`src/rtl/spi_frame_rx.sv`:
```
// rtl/spi_frame_rx.sv - oversampled SPI frame receiver committing checked payloads into register banks
// Synchronizes the SPI lines into clk, assembles bank-ID/payload/checksum frames and commits valid ones.
module spi_frame_rx #(
  parameter int FRAME_BYTES = 51,
  parameter int NUM_BANKS   = 4,
  parameter int SYNC_STAGES = 2,
  parameter int CHECKSUM_EN = 1,
  parameter int TIME_BYTES  = 8,
  parameter int HOLD_CYCLES = 128
) (
  input  logic                               clk,
  input  logic                               rst_n,
  input  logic                               clk_en,
  input  logic                               sclk,
  input  logic                               cs_n,
  input  logic                               mosi,
  output logic [NUM_BANKS*FRAME_BYTES*8-1:0] bank_data,
  output logic [NUM_BANKS-1:0]               bank_wr,
  output logic                               time_update,
  output logic                               frame_err,
  output logic [1:0]                         err_code,
  output logic [15:0]                        frame_cnt
);

  localparam int PW = FRAME_BYTES * 8;
  localparam int E  = (1 + FRAME_BYTES + CHECKSUM_EN) * 8;
  localparam int CW = $clog2(E + 2);
  localparam logic [CW-1:0] E_C    = CW'(E);
  localparam logic [CW-1:0] E_SAT  = CW'(E + 1);
  localparam logic [CW-1:0] ID_END = CW'(8);
  localparam logic [CW-1:0] PL_END = CW'(8 + PW);

  localparam logic [2:0] ST_IDLE    = 3'd0;
  localparam logic [2:0] ST_RECV    = 3'd1;
  localparam logic [2:0] ST_CHECK   = 3'd2;
  localparam logic [2:0] ST_COMMIT  = 3'd3;
  localparam logic [2:0] ST_DISCARD = 3'd4;

  logic [SYNC_STAGES-1:0] sclk_sync_q, sclk_sync_d, cs_sync_q, cs_sync_d, mosi_sync_q, mosi_sync_d;
  logic sclk_d1_q, sclk_d1_d, cs_d1_q, cs_d1_d, mosi_d1_q, mosi_d1_d;
  logic sclk_rise_q, sclk_rise_d, cs_rise_q, cs_rise_d, cs_fall_q, cs_fall_d;
  logic [2:0]                        state_q, state_d;
  logic [CW-1:0]                     bit_cnt_q, bit_cnt_d;
  logic [7:0]                        id_q, id_d, csum_q, csum_d, sum_q, sum_d, byte_q, byte_d;
  logic [PW-1:0]                     shadow_q, shadow_d;
  logic [NUM_BANKS*PW-1:0]           bank_data_q, bank_data_d;
  logic [NUM_BANKS-1:0]              bank_wr_q, bank_wr_d;
  logic                              time_update_q, time_update_d, frame_err_q, frame_err_d;
  logic [1:0]                        err_code_q, err_code_d;
  logic [15:0]                       frame_cnt_q, frame_cnt_d, timer_q, timer_d;

  always_comb begin
    sclk_sync_d   = {sclk_sync_q[SYNC_STAGES-2:0], sclk};
    cs_sync_d     = {cs_sync_q[SYNC_STAGES-2:0], cs_n};
    mosi_sync_d   = {mosi_sync_q[SYNC_STAGES-2:0], mosi};
    sclk_d1_d     = sclk_sync_q[SYNC_STAGES-1];
    cs_d1_d       = cs_sync_q[SYNC_STAGES-1];
    mosi_d1_d     = mosi_sync_q[SYNC_STAGES-1];
    sclk_rise_d   = sclk_sync_q[SYNC_STAGES-1] & ~sclk_d1_q;
    cs_rise_d     = cs_sync_q[SYNC_STAGES-1] & ~cs_d1_q;
    cs_fall_d     = ~cs_sync_q[SYNC_STAGES-1] & cs_d1_q;
    state_d       = state_q;
    bit_cnt_d     = bit_cnt_q;
    id_d          = id_q;
    csum_d        = csum_q;
    sum_d         = sum_q;
    byte_d        = byte_q;
    shadow_d      = shadow_q;
    bank_data_d   = bank_data_q;
    bank_wr_d     = '0;
    frame_err_d   = 1'b0;
    err_code_d    = err_code_q;
    frame_cnt_d   = frame_cnt_q;
    time_update_d = time_update_q;
    timer_d       = timer_q;

    if (time_update_q) begin
      if (timer_q == 16'd0) time_update_d = 1'b0;
      else                  timer_d = timer_q - 16'd1;
    end

    case (state_q)
      ST_IDLE: begin
        // cs_n low without a fresh falling edge means we joined a frame midway
        if (!cs_d1_q) begin
          if (cs_fall_q) begin
            state_d   = ST_RECV;
            bit_cnt_d = '0;
            sum_d     = 8'd0;
          end else begin
            state_d = ST_DISCARD;
          end
        end
      end
      ST_DISCARD: if (cs_d1_q) state_d = ST_IDLE;
      ST_RECV: begin
        if (cs_rise_q) begin
          state_d = ST_CHECK;
        end else if (sclk_rise_q) begin
          byte_d = {byte_q[6:0], mosi_d1_q};
          if (bit_cnt_q < ID_END)      id_d     = {id_q[6:0], mosi_d1_q};
          else if (bit_cnt_q < PL_END) shadow_d = {shadow_q[PW-2:0], mosi_d1_q};
          else if (bit_cnt_q < E_C)    csum_d   = {csum_q[6:0], mosi_d1_q};
          if (bit_cnt_q[2:0] == 3'd7 && bit_cnt_q < PL_END) sum_d = sum_q + byte_d;
          if (bit_cnt_q != E_SAT) bit_cnt_d = bit_cnt_q + 1'b1;
        end
      end
      ST_CHECK: begin
        state_d = ST_IDLE;
        if (bit_cnt_q != E_C) begin
          frame_err_d = 1'b1;
          err_code_d  = 2'd1;
        end else if (id_q >= 8'(NUM_BANKS)) begin
          frame_err_d = 1'b1;
          err_code_d  = 2'd2;
        end else if (CHECKSUM_EN != 0 && csum_q != sum_q) begin
          frame_err_d = 1'b1;
          err_code_d  = 2'd3;
        end else begin
          state_d = ST_COMMIT;
        end
      end
      ST_COMMIT: begin
        state_d     = ST_IDLE;
        err_code_d  = 2'd0;
        frame_cnt_d = frame_cnt_q + 16'd1;
        for (int b = 0; b < NUM_BANKS; b++) begin
          if (id_q == 8'(b)) begin
            bank_data_d[b*PW +: PW] = shadow_q;
            bank_wr_d[b]            = 1'b1;
          end
        end
        if (id_q == 8'd0 && shadow_q[PW-1 -: TIME_BYTES*8] != '0) begin
          time_update_d = 1'b1;
          timer_d       = 16'(HOLD_CYCLES);
        end
      end
      default: state_d = ST_IDLE;
    endcase
  end

  always_ff @(posedge clk) begin
    if (!rst_n) begin
      // synchronizers clear to low so a cs_n already low after reset is seen as a partial frame
      sclk_sync_q   <= '0;
      cs_sync_q     <= '0;
      mosi_sync_q   <= '0;
      sclk_d1_q     <= 1'b0;
      cs_d1_q       <= 1'b0;
      mosi_d1_q     <= 1'b0;
      sclk_rise_q   <= 1'b0;
      cs_rise_q     <= 1'b0;
      cs_fall_q     <= 1'b0;
      state_q       <= ST_IDLE;
      bit_cnt_q     <= '0;
      id_q          <= 8'd0;
      csum_q        <= 8'd0;
      sum_q         <= 8'd0;
      byte_q        <= 8'd0;
      shadow_q      <= '0;
      bank_data_q   <= '0;
      bank_wr_q     <= '0;
      frame_err_q   <= 1'b0;
      err_code_q    <= 2'd0;
      frame_cnt_q   <= 16'd0;
      time_update_q <= 1'b0;
      timer_q       <= 16'd0;
    end else if (clk_en) begin
      sclk_sync_q   <= sclk_sync_d;
      cs_sync_q     <= cs_sync_d;
      mosi_sync_q   <= mosi_sync_d;
      sclk_d1_q     <= sclk_d1_d;
      cs_d1_q       <= cs_d1_d;
      mosi_d1_q     <= mosi_d1_d;
      sclk_rise_q   <= sclk_rise_d;
      cs_rise_q     <= cs_rise_d;
      cs_fall_q     <= cs_fall_d;
      state_q       <= state_d;
      bit_cnt_q     <= bit_cnt_d;
      id_q          <= id_d;
      csum_q        <= csum_d;
      sum_q         <= sum_d;
      byte_q        <= byte_d;
      shadow_q      <= shadow_d;
      bank_data_q   <= bank_data_d;
      bank_wr_q     <= bank_wr_d;
      frame_err_q   <= frame_err_d;
      err_code_q    <= err_code_d;
      frame_cnt_q   <= frame_cnt_d;
      time_update_q <= time_update_d;
      timer_q       <= timer_d;
    end
  end

  assign bank_data   = bank_data_q;
  assign bank_wr     = bank_wr_q;
  assign time_update = time_update_q;
  assign frame_err   = frame_err_q;
  assign err_code    = err_code_q;
  assign frame_cnt   = frame_cnt_q;

endmodule
```
`config.mk`:
```
export PLATFORM = sky130hd
export DESIGN_NAME = spi_frame_rx
export DESIGN_NICKNAME = d
export VERILOG_FILES = /design/src/rtl/spi_frame_rx.sv
export SDC_FILE = /design/constraint.sdc
export NUM_CORES = 2
export LEC_CHECK = 0
export ABC_AREA = 1
export BUFFER_PORTS_ARGS = -buffer_cell sky130_fd_sc_hd__buf_2
export CELL_PAD_IN_SITES_DETAIL_PLACEMENT = 2
export CELL_PAD_IN_SITES_GLOBAL_PLACEMENT = 2
export CORE_AREA = 2 2 644 646
export CTS_BUF_LIST = sky130_fd_sc_hd__clkbuf_4 sky130_fd_sc_hd__clkbuf_8
export CTS_CLUSTER_SIZE = 14
export DETAILED_ROUTE_END_ITERATION = 8
export DIE_AREA = 0 0 646 648
export PLACE_DENSITY = 0.59
export SLEW_MARGIN = 30
export SYNTH_ARGS = -nofsm -noshare
export SYNTH_HDL_FRONTEND = slang
export SYNTH_SLANG_ARGS = --single-unit
export TNS_END_PERCENT = 100
```
`constraint.sdc`:
```
create_clock -name clk -period 2.5 [get_ports clk]
set_clock_uncertainty 0.15 [all_clocks]
set_input_delay 0.125 -clock clk [delete_from_list [all_inputs] [get_ports clk]]
set_output_delay 0.125 -clock clk [all_outputs]
set_load 0.05 [all_outputs]
```
# After elaboration in Yosys (flattened, before gate mapping)
# Index checks and enable logic that the tools add are counted.
# classes
add_sub_neg,4
order_cmp,4
eq_ne,20
muxes,41
n_bitwise,9
n_reduce_logical,21
# op_table
operator,n
two-way mux 16 bit,4
nonzero test 64 bit,1
two-way mux 9 bit,5
two-way mux 8 bit,5
AND reduction 7 bit,3
"less-than comparator 9 bit, second input constant",2
"!= test 9 bit, second input constant",2
one-hot mux 9 bit (2 select lines),1
"adder 16 x 1 -> 16 bit, second input constant",1
"== test 8 x 2 -> 1 bit, second input constant",2
zero test 16 bit,1
"!= test 2 bit, second input constant",8
one-hot mux 8 bit (2 select lines),1
"subtractor 16 x 1 -> 16 bit, second input constant",1
AND reduction 3 bit,5
two-way mux 1 bit,12
two-way mux 2 bit,6
two-way mux 3 bit,4
one-hot mux 3 bit (4 select lines),1
"adder 9 x 1 -> 9 bit, second input constant",1
"less-than comparator 9 x 4 -> 1 bit, second input constant",1
adder 8 bit,1
"== test 8 x 1 -> 1 bit, second input constant",1
"greater-or-equal comparator 8 x 3 -> 1 bit, second input constant",1
other kinds (17),29
# word_totals
register_bits,2135
in_bits,6

# Longest topological paths before layout
# logic_depth
word_depth,6
ltp_mapped,11

# Worst setup path after synthesis
# Ideal clock, no wire load.
# synth_path
path_type,register to register
startpoint,"register frame_cnt_q[0], in the netlist frame_cnt[0]"
endpoint,"register frame_cnt_q[12], in the netlist frame_cnt[12]"
setup_time_ps,119
arrival_time_ps,1710
slack_ps,521
stages_incl_launch_ff,7
path_buffers,0
cell_sequence,dfxtp_1 ha_1 nand4_1 nor3_1 nand3_1 o21ai_0 a21oi_1
# synth_between
elab_chain_len,1
# synth_rtl
item,line_no,source
start: declaration,50,"logic [15:0] frame_cnt_q, frame_cnt_d, timer_q, timer_d;"
start signal: assignment,189,frame_cnt_q <= frame_cnt_d;
adder 16 x 1 -> 16 bit,126,frame_cnt_d = frame_cnt_q + 16'd1;
# No other way between the ends.
# A chain may end at the register's enable or synchronous reset.

# Worst setup path in the final report
# layout_path
startpoint,register id_q[3]
endpoint,"register bank_data_q[1062], in the netlist bank_data[1062]"
# layout_between
elab_chain_len,2
# layout_rtl
item,line_no,source
start: declaration,44,"logic [7:0] id_q, id_d, csum_q, csum_d, sum_q, sum_d, byte_q, byte_d;"
start signal: assignment,180,id_q <= id_d;
== test 8 x 2 -> 1 bit,128,if (id_q == 8'(b)) begin
AND reduction 3 bit (no source line),--,
end signal: assignment,185,bank_data_q <= bank_data_d;
end: declaration,46,"logic [NUM_BANKS*PW-1:0] bank_data_q, bank_data_d;"
# No other way between the ends.

==> out/metrics.yaml <==
die_h_um: 648
period_share_pct: 98.1
crit_arrival_ns: 3.28
synth_area_mm2: 0.0706
cts_max_level: 5
max_freq_ghz: 0.408
drt_iter0_drc: 3539
cts_tree: "done"
core_mm2: 0.412
drcViolationCount: 0
grt_overflow_total: 0
routed_via_density: 4.36
dieArea_mm2: 0.419
grt_max_degree: 180
port_buffers: 1661
fin_nets: 9681
synth_seq_cells: 2135
power.density_mw_per_mm2: 754
leakage_nw: 41.4
synth_cell_type_count: 35
r2r-start: "id_q[3]"
via_count: 67382
initial_core_util_pct: 17.1
cp_max_fo: 28
crit_type: "reg2reg"
crit_start: "id_q[3]"
clkPwrFrac_pct: 51.6
pwr-share-comb_pct: 1.4
synth_ff_type: "dfxtp_1"
ant_nets: 0
grt_pass1_vias: 70511
min_period_ns: 2.45
globalplace.congestion: 0.840
cts_root_buf: "clkbuf_8"
io_pins: 1662
hp-class: "in2reg"
yosys.area.top_type: "dfxtp_1"
switchingPower_mw: 17.4
clk_latency_ns: 1.14
swShare_pct: 24.0
synthToLayoutAreaGrowth_pct: 36.1
status: "complete, no violations"
syn-instance-count: 7936
post_drt_wl_per_cell_um: 25.7
wl_um: 396000
finalSetupTns_ns: 0
hpwl_um: 291000
synth_fp_nets: 7957
yosysWarnings: 0
power_frac_seq_pct: 47.0
drive_gt1_share_pct: 27.4
tightest_slew_ns: 0.870
num_rows: 236
power_mw: 72.5
rsz0062_at_grt: "yes"
cts_sinks: 2135
cap_violations: 0
synth_top_area_share_pct: 60.5
max-clock-path-buffers: 4
maxSlewHeadroom_pct: 41.9
yosys-top-cells-area: "dfxtp_1 61%, a21oi_1 15%, o21ai_0 15%"
dpl_worst_slack_ns: -0.155
p_int_mw: 55.1
finalMaxSlewViolations: 0
hold_start: "clk_en"
synth-edff-count: 0
ir_drop_mv: 0.418
end_kind: "register"
worst_slack_ns: 0.0476
final-setup-viol-count: 0
grt_pass1_wl_um: 541000
worst_setup_path_start_kind: "register"
groute.usage.overall_pct: 17.7
antenna_found_initial: 14
cts-buffers-inserted: 400
final_util_pct: 23.3
seq_area_frac_synth_pct: 60.5
async_reset_ff_share_pct: 0
hold_viol: 0
dr.pass1.iters: 7
die_x_um: 646
syn_area_per_cell_um2: 8.90
clk_pin_slew_worst_paths_ns: 0.06
required_ns: 3.32
-- final timing paths --
kind | to | slack (ns) | cells past startpoint
worst min register to register | shadow_q[267] | 0.31 | 2
worst max register to register | bank_data[1062] | 0.05 | 11
worst min-delay path | bank_wr[1] | 0.17 | 6
worst max-delay path | bank_data[1062] | 0.05 | 11
-- final cells by class --
cell class / instances / area, µm²
inverters: 486 / 1870
fillers: 47067 / 316000
flip-flops and latches: 2135 / 42800
repair buffers: 2011 / 12800
clock buffers: 632 / 7830
repair inverters: 2 / 38.8
clock inverters: 67 / 805
multi-input cells: 4624 / 23100
well taps: 5474 / 6850
diodes: 8 / 20.0
-- kinds of logic after synthesis --
kind of cell | Yosys count | synth area share (%)
buffers and inverters | 1177 | 6.88
XOR/XNOR | 16 | 0.198
AND/OR/NAND/NOR | 394 | 2.36
adder cells (fa/ha/maj) | 15 | 0.276
AO/OA/AOI/OAI | 4199 | 29.8
flip-flops | 2135 | 60.5
-- registers in the layout (all words and copies together) (netlist names), 2 cells and up --
register,flops
bank_data,1632
shadow_q,408
frame_cnt,16
timer_q,16
bit_cnt_q,9
csum_q,8
id_q,8
sum_q,8
byte_q,7
bank_wr,4
state_q,3
cs_sync_q,2
err_code,2
mosi_sync_q,2
sclk_sync_q,2
-- metal layers --
metal  track usage [%]  vias up  part of all wire [%]
li1                  -    30935                     -
met1              19.1    34110                    38
met5                 0        -                 0.015
met2              31.9     1711                    51
met3              5.19      616                   6.5
met4              7.48       10                   4.7
-- per-stage QoR --
| stage | instances | hold slack, ns | instance area (µm²) |
|---|---|---|---|
| floorplan | 7936 | 0.110 | 70600 |
| global placement | 14679 | 0.214 | 86200 |
| detailed placement | 14679 | 0.208 | 86200 |
| CTS | 15411 | 0.0225 | 95500 |
| global route | 15436 | 0.0696 | 96100 |
| finish | 15439 | 0.166 | 96100 |
-- placed cells by master (no fill, tap or decap), drive strengths merged, types with 39 or more instances in the layout --
cell type | netlist | layout
nor2 | 161 | 161
a21oi | 2103 | 2103
dfxtp | 2135 | 2135
clkinv | 0 | 39
nand2 | 142 | 142
inv | 486 | 505
nand3 | 57 | 57
o21ai | 2087 | 2087
clkbuf | 367 | 642
buf | 324 | 1980
-- power by group through the flow --
stage	clock (mW)	combinational (mW)	sequential [mW]
2_1_floorplan	0	0.614	34.8
3_3_place_gp	0	0.958	34.8
3_5_place_dp	0	1.00	34.8
4_1_cts	38.6	1.04	34.1
5_1_grt	40.3	1.14	34.1
6_report	37.4	1.03	34.1
-- synthesized netlist by cell type (2+ instances only) --
| library cell | count |
|---|---|
| a211oi_1 | 3 |
| a21oi_1 | 2103 |
| a2bb2oi_1 | 2 |
| and3_1 | 2 |
| buf_1 | 3 |
| buf_2 | 312 |
| buf_4 | 5 |
| buf_6 | 4 |
| clkbuf_1 | 367 |
| dfxtp_1 | 2135 |
| ha_1 | 14 |
| inv_1 | 478 |
| inv_2 | 8 |
| nand2_1 | 142 |
| nand3_1 | 54 |
| nand3_2 | 2 |
| nand4_1 | 9 |
| nor2_1 | 160 |
| nor3_1 | 17 |
| o21ai_0 | 2087 |
| xnor2_1 | 3 |
| xor2_1 | 13 |
-- what timing repair did --
action	in CTS	in global routing
endpoints found under the setup margin	332	878
hold buffers	18	0
cloned	9	11
endpoints found under the hold margin	2135	0
resized for setup	28	59
pin swaps	0	1
buffers inserted	6	10
-- critical path, stage by stage, from the launching register on --
cell and delay, ns:
dfxtp_1 0.32, or2_1 0.24, nor2_2 0.14, inv_1 0.08, nor2_2 0.13, nand3_2 0.16, clkinv_8 0.12, buf_16 0.19
buf_4 0.21, buf_12 0.17, o21ai_0 0.11, a21oi_1 0.20
(Power assumes the default switching activity.)
